===== src/rtl/sram_ecc_pkg.sv =====
// sram_ecc_pkg: shared types and SECDED(39,32) code tables
// for the ECC SRAM controller.
package sram_ecc_pkg;

  localparam int DATA_W = 32;
  localparam int CODE_W = 39;
  localparam int ADDR_W = 13;
  localparam int CHK_W  = CODE_W - DATA_W;

  typedef enum logic {
    IDLE,
    RMW
  } state_e;

  typedef struct packed {
    logic [DATA_W-1:0] data;
    logic              corr;
    logic              err;
  } dec_result_t;

  // Hsiao columns: the first 32 weight-3 patterns of 7 bits.
  // Odd-weight columns make every double error an even,
  // non-zero syndrome.
  localparam logic [CHK_W-1:0] H_COL [DATA_W] = '{
    7'h07, 7'h0B, 7'h0D, 7'h0E, 7'h13, 7'h15, 7'h16, 7'h19,
    7'h1A, 7'h1C, 7'h23, 7'h25, 7'h26, 7'h29, 7'h2A, 7'h2C,
    7'h31, 7'h32, 7'h34, 7'h38, 7'h43, 7'h45, 7'h46, 7'h49,
    7'h4A, 7'h4C, 7'h51, 7'h52, 7'h54, 7'h58, 7'h61, 7'h62
  };

  function automatic logic [CHK_W-1:0] secded_chk(
    input logic [DATA_W-1:0] d
  );
    logic [CHK_W-1:0] c;
    c = '0;
    for (int i = 0; i < DATA_W; i++) begin
      if (d[i]) c = c ^ H_COL[i];
    end
    return c;
  endfunction

endpackage


===== src/rtl/sram_secded_39_32.sv =====
// sram_secded_39_32: combinational Hsiao SECDED encoder
// and decoder; codeword layout is {chk[6:0], data[31:0]}.
module sram_secded_39_32
  import sram_ecc_pkg::*;
(
  input  logic [DATA_W-1:0] data_i,
  input  logic [CHK_W-1:0]  chk_i,
  output logic [CHK_W-1:0]  chk_o,
  output dec_result_t       dec_o
);

  logic [CHK_W-1:0]  syn;
  logic [DATA_W-1:0] fixed;
  logic              hit;

  assign chk_o = secded_chk(data_i);
  assign syn   = chk_i ^ chk_o;

  // Locate a single flipped data bit by matching its column.
  always_comb begin
    fixed = data_i;
    hit   = 1'b0;
    for (int i = 0; i < DATA_W; i++) begin
      if (syn == H_COL[i]) begin
        fixed[i] = ~data_i[i];
        hit      = 1'b1;
      end
    end
  end

  // Classify: clean, single (data or check bit), else fatal.
  // Uncorrectable words pass the raw data through.
  always_comb begin
    dec_o.data = data_i;
    dec_o.corr = 1'b0;
    dec_o.err  = 1'b0;
    unique case (1'b1)
      (syn == '0): begin
        dec_o.data = data_i;
      end
      (hit || $onehot(syn)): begin
        dec_o.data = fixed;
        dec_o.corr = 1'b1;
      end
      default: begin
        dec_o.err = 1'b1;
      end
    endcase
  end

endmodule


===== src/rtl/sram_ecc_ctrl.sv =====
// sram_ecc_ctrl: 32-bit request port to 8192x39 SRAM macro
// with SECDED encode/decode and read-modify-write.
module sram_ecc_ctrl
  import sram_ecc_pkg::*;
#(
  parameter logic [2:0] MC_VAL     = 3'b000,
  parameter logic       MCEN_VAL   = 1'b0,
  parameter logic [1:0] WPULSE_VAL = 2'b00,
  parameter int         CNT_W      = 16
) (
  input  logic              clk_i,
  input  logic              rst_ni,
  input  logic              req_valid_i,
  output logic              req_ready_o,
  input  logic              req_we_i,
  input  logic [ADDR_W-1:0] req_addr_i,
  input  logic [DATA_W-1:0] req_wdata_i,
  input  logic [3:0]        req_be_i,
  output logic              rsp_valid_o,
  output logic [DATA_W-1:0] rsp_rdata_o,
  output logic              rsp_corr_o,
  output logic              rsp_err_o,
  output logic [CNT_W-1:0]  corr_cnt_o,
  output logic              mem_ren_o,
  output logic              mem_wen_o,
  output logic [ADDR_W-1:0] mem_adr_o,
  output logic [CODE_W-1:0] mem_din_o,
  output logic [CODE_W-1:0] mem_wbeb_o,
  input  logic [CODE_W-1:0] mem_q_i,
  output logic [2:0]        mem_mc_o,
  output logic              mem_mcen_o,
  output logic [1:0]        mem_wpulse_o,
  output logic [4:0]        mem_tie_o
);

  state_e            state_q, state_d;
  logic              rdy_q, rdy_d;
  logic [ADDR_W-1:0] addr_q, addr_d;
  logic [DATA_W-1:0] wdata_q, wdata_d;
  logic [3:0]        be_q, be_d;
  logic              rsp_vld_q, rsp_vld_d;
  logic              rsp_rd_q, rsp_rd_d;
  logic              rsp_corr_q, rsp_corr_d;
  logic              rsp_err_q, rsp_err_d;
  logic [CNT_W-1:0]  cnt_q, cnt_d;

  logic [DATA_W-1:0] merged;
  logic [DATA_W-1:0] enc_data;
  logic [CHK_W-1:0]  enc_chk;
  dec_result_t       rd_dec;
  dec_result_t       unused_enc_dec;
  logic [CHK_W-1:0]  unused_dec_chk;

  assign mem_mc_o     = MC_VAL;
  assign mem_mcen_o   = MCEN_VAL;
  assign mem_wpulse_o = WPULSE_VAL;
  assign mem_tie_o    = '0;

  assign enc_data = (state_q == RMW) ? merged : req_wdata_i;

  sram_secded_39_32 u_enc (
    .data_i (enc_data),
    .chk_i  ('0),
    .chk_o  (enc_chk),
    .dec_o  (unused_enc_dec)
  );

  sram_secded_39_32 u_dec (
    .data_i (mem_q_i[DATA_W-1:0]),
    .chk_i  (mem_q_i[CODE_W-1:DATA_W]),
    .chk_o  (unused_dec_chk),
    .dec_o  (rd_dec)
  );

  // Overlay the enabled bytes of the pending write on the
  // corrected old word.
  always_comb begin
    merged = rd_dec.data;
    for (int b = 0; b < 4; b++) begin
      if (be_q[b]) merged[8*b +: 8] = wdata_q[8*b +: 8];
    end
  end

  // Next-state, macro drive and response scheduling.
  always_comb begin
    state_d     = state_q;
    rdy_d       = 1'b1;
    addr_d      = addr_q;
    wdata_d     = wdata_q;
    be_d        = be_q;
    rsp_vld_d   = 1'b0;
    rsp_rd_d    = 1'b0;
    rsp_corr_d  = 1'b0;
    rsp_err_d   = 1'b0;
    req_ready_o = 1'b0;
    mem_ren_o   = 1'b0;
    mem_wen_o   = 1'b0;
    mem_adr_o   = '0;
    mem_din_o   = '0;
    mem_wbeb_o  = '1;
    unique case (state_q)
      IDLE: begin
        req_ready_o = rdy_q;
        if (req_valid_i && rdy_q) begin
          rsp_vld_d = 1'b1;
          if (!req_we_i) begin
            mem_ren_o = 1'b1;
            mem_adr_o = req_addr_i;
            rsp_rd_d  = 1'b1;
          end else if (req_be_i == 4'hF) begin
            mem_wen_o  = 1'b1;
            mem_adr_o  = req_addr_i;
            mem_din_o  = {enc_chk, req_wdata_i};
            mem_wbeb_o = '0;
          end else if (req_be_i != 4'h0) begin
            mem_ren_o = 1'b1;
            mem_adr_o = req_addr_i;
            addr_d    = req_addr_i;
            wdata_d   = req_wdata_i;
            be_d      = req_be_i;
            rsp_vld_d = 1'b0;
            state_d   = RMW;
          end
        end
      end
      RMW: begin
        mem_adr_o  = addr_q;
        mem_din_o  = {enc_chk, merged};
        mem_wen_o  = ~rd_dec.err;
        mem_wbeb_o = rd_dec.err ? '1 : '0;
        rsp_vld_d  = 1'b1;
        rsp_corr_d = rd_dec.corr;
        rsp_err_d  = rd_dec.err;
        state_d    = IDLE;
      end
    endcase
  end

  // Read responses decode live macro data; writes use flops.
  always_comb begin
    rsp_valid_o = rsp_vld_q;
    rsp_rdata_o = '0;
    rsp_corr_o  = 1'b0;
    rsp_err_o   = 1'b0;
    if (rsp_vld_q) begin
      if (rsp_rd_q) begin
        rsp_rdata_o = rd_dec.data;
        rsp_corr_o  = rd_dec.corr;
        rsp_err_o   = rd_dec.err;
      end else begin
        rsp_corr_o  = rsp_corr_q;
        rsp_err_o   = rsp_err_q;
      end
    end
  end

  // Saturating count of corrected responses.
  always_comb begin
    cnt_d = cnt_q;
    if (rsp_valid_o && rsp_corr_o && (cnt_q != '1)) begin
      cnt_d = cnt_q + CNT_W'(1);
    end
  end

  assign corr_cnt_o = cnt_q;

  // State and pipeline registers.
  always_ff @(posedge clk_i or negedge rst_ni) begin
    if (!rst_ni) begin
      state_q    <= IDLE;
      rdy_q      <= 1'b0;
      addr_q     <= '0;
      wdata_q    <= '0;
      be_q       <= '0;
      rsp_vld_q  <= 1'b0;
      rsp_rd_q   <= 1'b0;
      rsp_corr_q <= 1'b0;
      rsp_err_q  <= 1'b0;
      cnt_q      <= '0;
    end else begin
      state_q    <= state_d;
      rdy_q      <= rdy_d;
      addr_q     <= addr_d;
      wdata_q    <= wdata_d;
      be_q       <= be_d;
      rsp_vld_q  <= rsp_vld_d;
      rsp_rd_q   <= rsp_rd_d;
      rsp_corr_q <= rsp_corr_d;
      rsp_err_q  <= rsp_err_d;
      cnt_q      <= cnt_d;
    end
  end

endmodule


===== config.mk =====
export PLATFORM = sky130hd
export DESIGN_NAME = sram_ecc_ctrl
export DESIGN_NICKNAME = d
export VERILOG_FILES = /design/src/rtl/sram_ecc_pkg.sv /design/src/rtl/sram_secded_39_32.sv /design/src/rtl/sram_ecc_ctrl.sv
export SDC_FILE = /design/constraint.sdc
export NUM_CORES = 1
export LEC_CHECK = 0
export CAP_MARGIN = 0
export CORE_MARGIN = 5
export CORE_UTILIZATION = 56
export CTS_CLUSTER_SIZE = 30
export DETAILED_ROUTE_END_ITERATION = 16
export DONT_BUFFER_PORTS = 1
export GPL_ROUTABILITY_DRIVEN = 0
export PLACE_DENSITY = 0.71
export SETUP_SLACK_MARGIN = 0.15
export SKIP_LAST_GASP = 1
export SLEW_MARGIN = 20
export SYNTH_ARGS = -nofsm -noshare
export SYNTH_HDL_FRONTEND = slang
export SYNTH_HIERARCHICAL = 1
export SYNTH_SLANG_ARGS = --single-unit

===== constraint.sdc =====
create_clock -name clk_i -period 10.25 [get_ports clk_i]
set_input_delay 2.05 -clock clk_i [delete_from_list [all_inputs] [get_ports clk_i]]
set_output_delay 2.05 -clock clk_i [all_outputs]
set_load 0.02 [all_outputs]

### Yosys cells after proc, flatten, opt, wreduce, memory -nomap -nowiden

Cells that the tools add are included.

| word-level totals | value |
|---|---|
| output and inout port bits | 156 |
| word-level logic and storage cells | 336 |
| flip-flop bits (word level) | 71 |
| bits of input ports | 92 |

| cells by class | value |
|---|---|
| add/subtract/negate cells | 7 |
| reduce and logical (&&, ||, !) cells | 8 |
| bitwise logic cells | 97 |
| mux-type cells | 179 |
| equality and inequality tests | 35 |

Operators with widths:

| cell | number |
|---|---|
| $mux 39 | 7 |
| $mux 7 | 24 |
| $not 3->3 | 54 |
| $pmux 39 s2 | 2 |
| $mux 32 | 4 |
| $mux 6 | 20 |
| $mux 1 | 90 |
| $eq 7x7->1 const B | 12 |
| $eq 7x6->1 const B | 10 |
| $mux 5 | 12 |
| $mux 13 | 4 |
| $eq 7x5->1 const B | 6 |
| $not 1->1 | 34 |
| $mux 8 | 4 |
| $pmux 13 s2 | 1 |
| $mux 4 | 6 |
| $not 2->3 | 8 |
| $eq 7x4->1 const B | 3 |
| $add 16x1->16 const B | 1 |
| $ne 16x16->1 const B | 1 |
| $eq 7x3->1 const B | 1 |
| $logic_not 7->1 | 1 |
| $xor 7x7->7 | 1 |
| $add 1x1->2 | 3 |
| 11 further kinds | 17 |

### Longest topological paths before layout

Gate-level depths: netlist of run 1.

| logic depth | value |
|---|---|
| depth in word-level cells | 168 |
| gate-level depth with buffers | 22 |
| mapped depth without buffers | 22 |

### Cells and area by module

Netlist of run 1, hierarchy kept.

By module, submodules not included:

| module | area each (um^2) | times used | cells an instance |
|---|---|---|---|
| sram_ecc_ctrl | 4951.0 | 1 | 492 |
| sram_secded_39_32 (u_enc) | 2097.0 | 1 | 246 |
| sram_secded_39_32 (u_dec) | 1883.1 | 1 | 218 |

### Worst setup path before layout of run 1

Ideal clock, no wire load.

| timing path | value |
|---|---|
| path type | input to output |
| from | input port mem_q_i[7] |
| to | output port mem_wbeb_o[10] |
| data required time | 8.200 ns |
| setup slack | 0.487 ns |
| cell stages on the path | 20 |
| arrival time | 7.713 ns |
| path through | xor2_1 xnor2_1 xnor3_1 xor2_2 inv_2 fa_1 inv_1 fa_1 inv_1 ha_1 a21o_1 fa_1 nor3_1 a41oi_1 o311ai_1 or4_4 a31oi_2 and2_1 or2_1 buf_4 |

| on the way | value |
|---|---|
| word-level cells in the longest chain between the ends | 73 |
| elaborated cells between the ends (all ways) | 123 |
| classes of those cells | 6 x add/sub; 33 x eq/ne; 59 x mux; 22 x bitwise; 3 x reduce/logical |

Ends and longest elaborated chain:

| what | RTL line | source |
|---|---|---|
| from (decl) | sram_ecc_ctrl.sv:29 | `input logic [CODE_W-1:0] mem_q_i,` |
| $mux 5 * | sram_ecc_pkg.sv:37 | `if (d[i]) c = c ^ H_COL[i];` |
| $not 3->3 (no line) | -- |  |
| $mux 5 * | sram_ecc_pkg.sv:37 |  |
| $not 3->3 (no line) | -- |  |
| $mux 5 * | sram_ecc_pkg.sv:37 |  |
| $mux 6 * (3 in a row) | sram_ecc_pkg.sv:37 |  |
| $not 3->3 (no line) or $mux 6 (tied branches) | -- |  |
| $mux 6 * | sram_ecc_pkg.sv:37 |  |
| [22 not listed] | -- |  |
| $mux 7 * (3 in a row) | sram_ecc_pkg.sv:37 |  |
| $xor 7x7->7 * | sram_secded_39_32.sv:17 | `assign syn = chk_i ^ chk_o;` |
| $eq 7x3->1 | sram_secded_39_32.sv:24 | `if (syn == H_COL[i]) begin` |
| $mux 1 (32 in a row) | sram_secded_39_32.sv:24 |  |
| $logic_or 1x1->1 | sram_secded_39_32.sv:41 | `(hit \|\| $onehot(syn)): begin` |
| $reduce_or 2->1 (no line) * | -- |  |
| $mux 39 * | sram_ecc_ctrl.sv:130 | `mem_wbeb_o = rd_dec.err ? '1 : '0;` |
| $pmux 39 s2 * | sram_ecc_ctrl.sv:101 | `unique case (state_q)` |
| to (decl) | sram_ecc_ctrl.sv:28 | `output logic [CODE_W-1:0] mem_wbeb_o,` |

Every way passes the cells marked *; elsewhere a longest branch is shown, timed or not.

### Worst setup path in the final report of run 1

| timing path | value |
|---|---|
| from | input port mem_q_i[7] |
| to | output port mem_wbeb_o[24] |

Same word-level chain as after synthesis.

==> impl_metrics.toml, run 1 <==
[clock_network]
cts_tree = "built"
clock-sinks = 71
clk_latency_ns = 0.34
numCtsBuffers = 9
clk_pin_slew_worst_paths_ns = 0.05
cts_max_level = 3
holdBufCountCts = 0
post_cts_buffers = 0
clockBufferDepth = 2
root_buffer = "clkbuf_16"
cts_resized = 0

[grt]
antenna_found_initial = 0
grt_util_all_layers_pct = 26.7
grt_max_degree = 116
overflow = 0
grt_pass1_vias = 5523
grt_pass1_wl_microns = 33000

[place]
dpl.hpwl_microns = 16600
port_buffers = 0

[pwr]
swShare_pct = 43.1
p_per_area_nw_per_um2 = 239
switching_power_w = 0.000774
pwr-share-comb_pct = 59.2
p_leak_nw = 3.42
vdd_ir_drop_max_uv = 175
clockPowerShare_pct = 19.2
p_int_w = 0.00102
power_frac_seq_pct = 21.5

[worst_setup_path]
cp-end-kind = "primary output"
start_kind = "input port"
worstPathArrival_ns = 7.69
cp_max_fo = 24
r2r_cells = 4
crit_type = "in2out"
cp.required_ns = 8.20

[sta]
tightest_slew_ns = 1.05
fin_crit_ns = 9.74
slew_headroom_pct = 29.9
slew_violations = 0
fmax_mhz = 103
hold_ws_ns = 0.506
fin_skew_ns = 0.00820
fin_tns_setup_ns = 0
period_share_pct = 95.0
rsz0062_at_grt = "no"
setup_viol = 0
hold_viol_final = 0

[synth]
yosysWarningCount = 6
synthCells = 770
avgSynthCellArea_sq_um = 9.64
netlist_area_sq_um = 7420

[floorplanning]
fp.dieArea_sq_um = 15700
die_y_microns = 125
die_width_microns = 125
design.core.area_sq_um = 13100
num_io_pins = 248
core.rowCount = 42
start_util_pct = 56.5

[detailed_routing]
drt_iter0_markers = 600
drc = 0
routed_via_density = 6.09
wl_per_cell_microns = 24.2
first_pass_iters = 5
vias = 5375
ant_nets = 0
wl_microns = 21300

[cells_and_area]
final_common_cell = "xnor2_1"
fin_nets = 803
layout_common_cells = "117 x xnor2_1, 70 x dfrtp_1, 49 x mux2_4, 47 x nand2_1, 40 x inv_1"
drive_gt1_share_pct = 19.0
diodes = 0
synthToLayoutAreaGrowth_pct = 1.05

[hold_path]
hold_class = "reg2reg"
whs_path_depth = 1

[run_status]
status = "complete, no violations"

[flow_run]
cap_viol_max_count = 0
## critical path, cell delays in order
cell and delay, ns:
xor2_1 0.15, xnor2_1 0.28, xnor3_1 0.51, xor2_2 0.35, inv_2 0.16, fa_1 0.55, inv_1 0.05, fa_1 0.54
inv_1 0.04, ha_1 0.32, a21o_1 0.19, fa_1 0.53, nor3_1 0.05, a41oi_1 0.19, o311ai_1 0.14, or4_4 0.57
a31oi_2 0.18, and2_1 0.20, or2_4 0.19, buf_16 0.43
## path summary, 6_finish.rpt
check | from | end | slack [ns]
max reg2reg | state_q | wdata_q[17] | 7.52
min reg2reg | wdata_q[18] | wdata_q[18] | 0.51
min in group asynchronous | rst_ni | addr_q[8] | 1.40
max | mem_q_i[7] | mem_wbeb_o[24] | 0.51
min | wdata_q[18] | wdata_q[18] | 0.51
max in group asynchronous | rst_ni | corr_cnt_o[5] | 8.73
## sequential cells by signal, summed over array words and instances (netlist names)
signal,cells
rsp_err_q,1
addr_q,13
rdy_q,1
rsp_rd_q,1
wdata_q,32
be_q,4
state_q,1
corr_cnt_o,16
rsp_valid_o,1
rsp_corr_q,1
## power by group through the flow
stage / Sequential (W) / Clock, W / Combinational [W]
after floorplan: 0.000366 / 0 / 0.000898
after global placement: 0.000386 / 0 / 0.00101
after detailed placement: 0.000389 / 0 / 0.00105
after CTS: 0.000386 / 0.000355 / 0.00105
after global routing: 0.000394 / 0.000363 / 0.00115
final: 0.000387 / 0.000346 / 0.00106
## layer usage
| metal | vias up | GRT usage [%] | part of all wire [%] |
|---|---|---|---|
| li1 | 2450 | - | - |
| met1 | 2579 | 34.8 | 41 |
| met2 | 300 | 41.5 | 45 |
| met3 | 46 | 8.23 | 9.6 |
| met4 | 0 | 10.8 | 3.9 |
| met5 | - | 0 | 0 |
## per-stage QoR
stage / setup slack, ns / total power [W] / utilization (%) / instance area [sq um] / std cells
4_1_cts: 0.549 / 0.00179 / 57.1 / 7500 / 883
6_report: 0.508 / 0.00180 / 57.1 / 7500 / 883
3_5_place_dp: 0.566 / 0.00144 / 54.6 / 7170 / 867
2_1_floorplan: 0.520 / 0.00126 / - / 7460 / 780
5_1_grt: 0.260 / 0.00190 / 57.1 / 7500 / 883
3_3_place_gp: 0.756 / 0.00139 / 54.6 / 7170 / 867
## area by class of cell
class | count | area (sq um)
timing repair buffer | 5 | 70.1
sequential | 71 | 1780
multi-input combinational | 569 | 4930
fill | 1159 | 5640
clock buffer | 10 | 239
inverter | 46 | 173
tap | 176 | 220
clock inverter | 6 | 91.3
Note: power is estimated with default switching activity, not from simulation.
==> run 2: changes to the inputs <==
- MAX_ROUTING_LAYER: default -> met4
==> run 2 against run 1 <==
Compared with the run above:
- clock skew hardly changed
- critical path type unchanged
- maximum frequency barely moved
- core utilization is the same
- sequential power hardly changed
- cell count unchanged
- clock power barely moved
- total power up 0.30%
- largest cell class unchanged
- via count up 0.80%
- wire length rose by 0.27%
- first-iteration DRC count rose by 10%
- global-route usage rose by 0.76 points
==> impl_metrics.toml, run 2 (synthesis gave the netlist of run 1 again) <==
[run_status]
status = "complete, no violations"

[clock_network]
post_cts_buffers = 0
cts_max_level = 3
clk_pin_slew_worst_paths_ns = 0.05
clk_latency_ns = 0.34
numCtsBuffers = 9
root_buffer = "clkbuf_16"
clock-sinks = 71
holdBufCountCts = 0
cts_tree = "built"
cts_resized = 0
clockBufferDepth = 2

[sta]
setup_viol = 0
slew_violations = 0
fin_crit_ns = 9.75
layout_setup_ws_ns = 0.505
fin_skew_ns = 0.00833
hold_viol_final = 0
tightest_slew_ns = 1.05
fin_tns_setup_ns = 0
fmax_mhz = 103
period_share_pct = 95.1
rsz0062_at_grt = "no"
slew_headroom_pct = 30.1

[cells_and_area]
regMostFlops = "wdata_q"
fin_nets = 803
layout_common_cells = "117 x xnor2_1, 70 x dfrtp_1, 49 x mux2_4, 47 x nand2_1, 40 x inv_1"
drive_gt1_share_pct = 19.0
utilization_pct = 57.1
synthToLayoutAreaGrowth_pct = 1.05
final_common_cell = "xnor2_1"
diodes = 0
largest_reg_flops = 32
finalNonFillerCells = 883
nFillCells = 1159

[worst_setup_path]
start_kind = "input port"
crit_type = "in2out"
worstPathArrival_ns = 7.70
cp.required_ns = 8.20
cp-end-kind = "primary output"
cp_max_fo = 24

[grt]
grt_util_all_layers_pct = 27.5
grt_pass1_wl_microns = 32800
overflow = 0
grt_max_degree = 116
grt_pass1_vias = 5539
antenna_found_initial = 0

[flow_run]
cap_viol_max_count = 0

[detailed_routing]
drt_iter0_markers = 662
ant_nets = 0
wl_per_cell_microns = 24.2
wl_microns = 21400
first_pass_iters = 5
routed_via_density = 6.14
drc = 0
vias = 5418

[floorplanning]
die_y_microns = 125
fp.dieArea_sq_um = 15700
design.core.area_sq_um = 13100
num_io_pins = 248
start_util_pct = 56.5
die_width_microns = 125
core.rowCount = 42

[pwr]
p_leak_nw = 3.42
vdd_ir_drop_max_uv = 177
finalPower_w = 0.00180
p_per_area_nw_per_um2 = 240

[place]
pre_cts_slack_ns = 0.566
dpl.hpwl_microns = 16600
place_inst = 867
port_buffers = 0

[hold_path]
hold_class = "reg2reg"
==> run 2: cell counts in the layout (fill, tap and decap cells not counted) <==
Identical to the previous run, type by type.
==> run 2: path summary, 6_finish.rpt <==
| kind | to | depth (start not counted) | slack, ns | start |
|---|---|---|---|---|
| max | mem_wbeb_o[24] | 20 | 0.50 | mem_q_i[7] |
| max reg2reg | wdata_q[17] | 4 | 7.51 | state_q |
| min in group asynchronous | addr_q[8] | 0 | 1.40 | rst_ni |
| min | wdata_q[18] | 1 | 0.51 | wdata_q[18] |
| max in group asynchronous | wdata_q[24] | 0 | 8.73 | rst_ni |
| min reg2reg | wdata_q[18] | 1 | 0.51 | wdata_q[18] |
==> run 2: area by class of cell <==
class | count | area (sq um) | share of cell area (%)
clock buffer | 10 | 239 | 3.19
clock inverter | 6 | 91.3 | 1.22
inverter | 46 | 173 | 2.30
multi-input combinational | 569 | 4930 | 65.7
sequential | 71 | 1780 | 23.7
tap | 176 | 220 | 2.94
timing repair buffer | 5 | 70.1 | 0.934
==> run 2: per-stage QoR <==
stage               hold WS (ns)  instance area [sq um]
floorplan                  0.476                   7460
global placement           0.487                   7170
detailed placement         0.489                   7170
CTS                        0.504                   7500
global route               0.515                   7500
finish                     0.506                   7500
==> run 2: report_power, final <==
| part | switching (W) | total (W) | internal [W] |
|---|---|---|---|
| Sequential | 0.0000529 | 0.000387 | 0.000334 |
| Clock | 0.000125 | 0.000346 | 0.000221 |
| Combinational | 0.000601 | 0.00107 | 0.000468 |
==> run 2: critical path: stages <==
cell,delay (ns)
xor2_1,0.15
xnor2_1,0.28
xnor3_1,0.51
xor2_2,0.35
inv_2,0.15
fa_1,0.55
inv_1,0.05
fa_1,0.54
inv_1,0.04
ha_1,0.32
a21o_1,0.19
fa_1,0.53
nor3_1,0.05
a41oi_1,0.19
o311ai_1,0.14
or4_4,0.56
a31oi_2,0.18
and2_1,0.20
or2_4,0.19
buf_16,0.43
==> run 2: routing by layer <==
| layer | track usage (%) | part of all wire [%] |
|---|---|---|
| met4 | 10.8 | 3.9 |
| met3 | 7.68 | 9.1 |
| met5 | - | 0 |
| met1 | 35.0 | 42 |
| met2 | 41.6 | 45 |
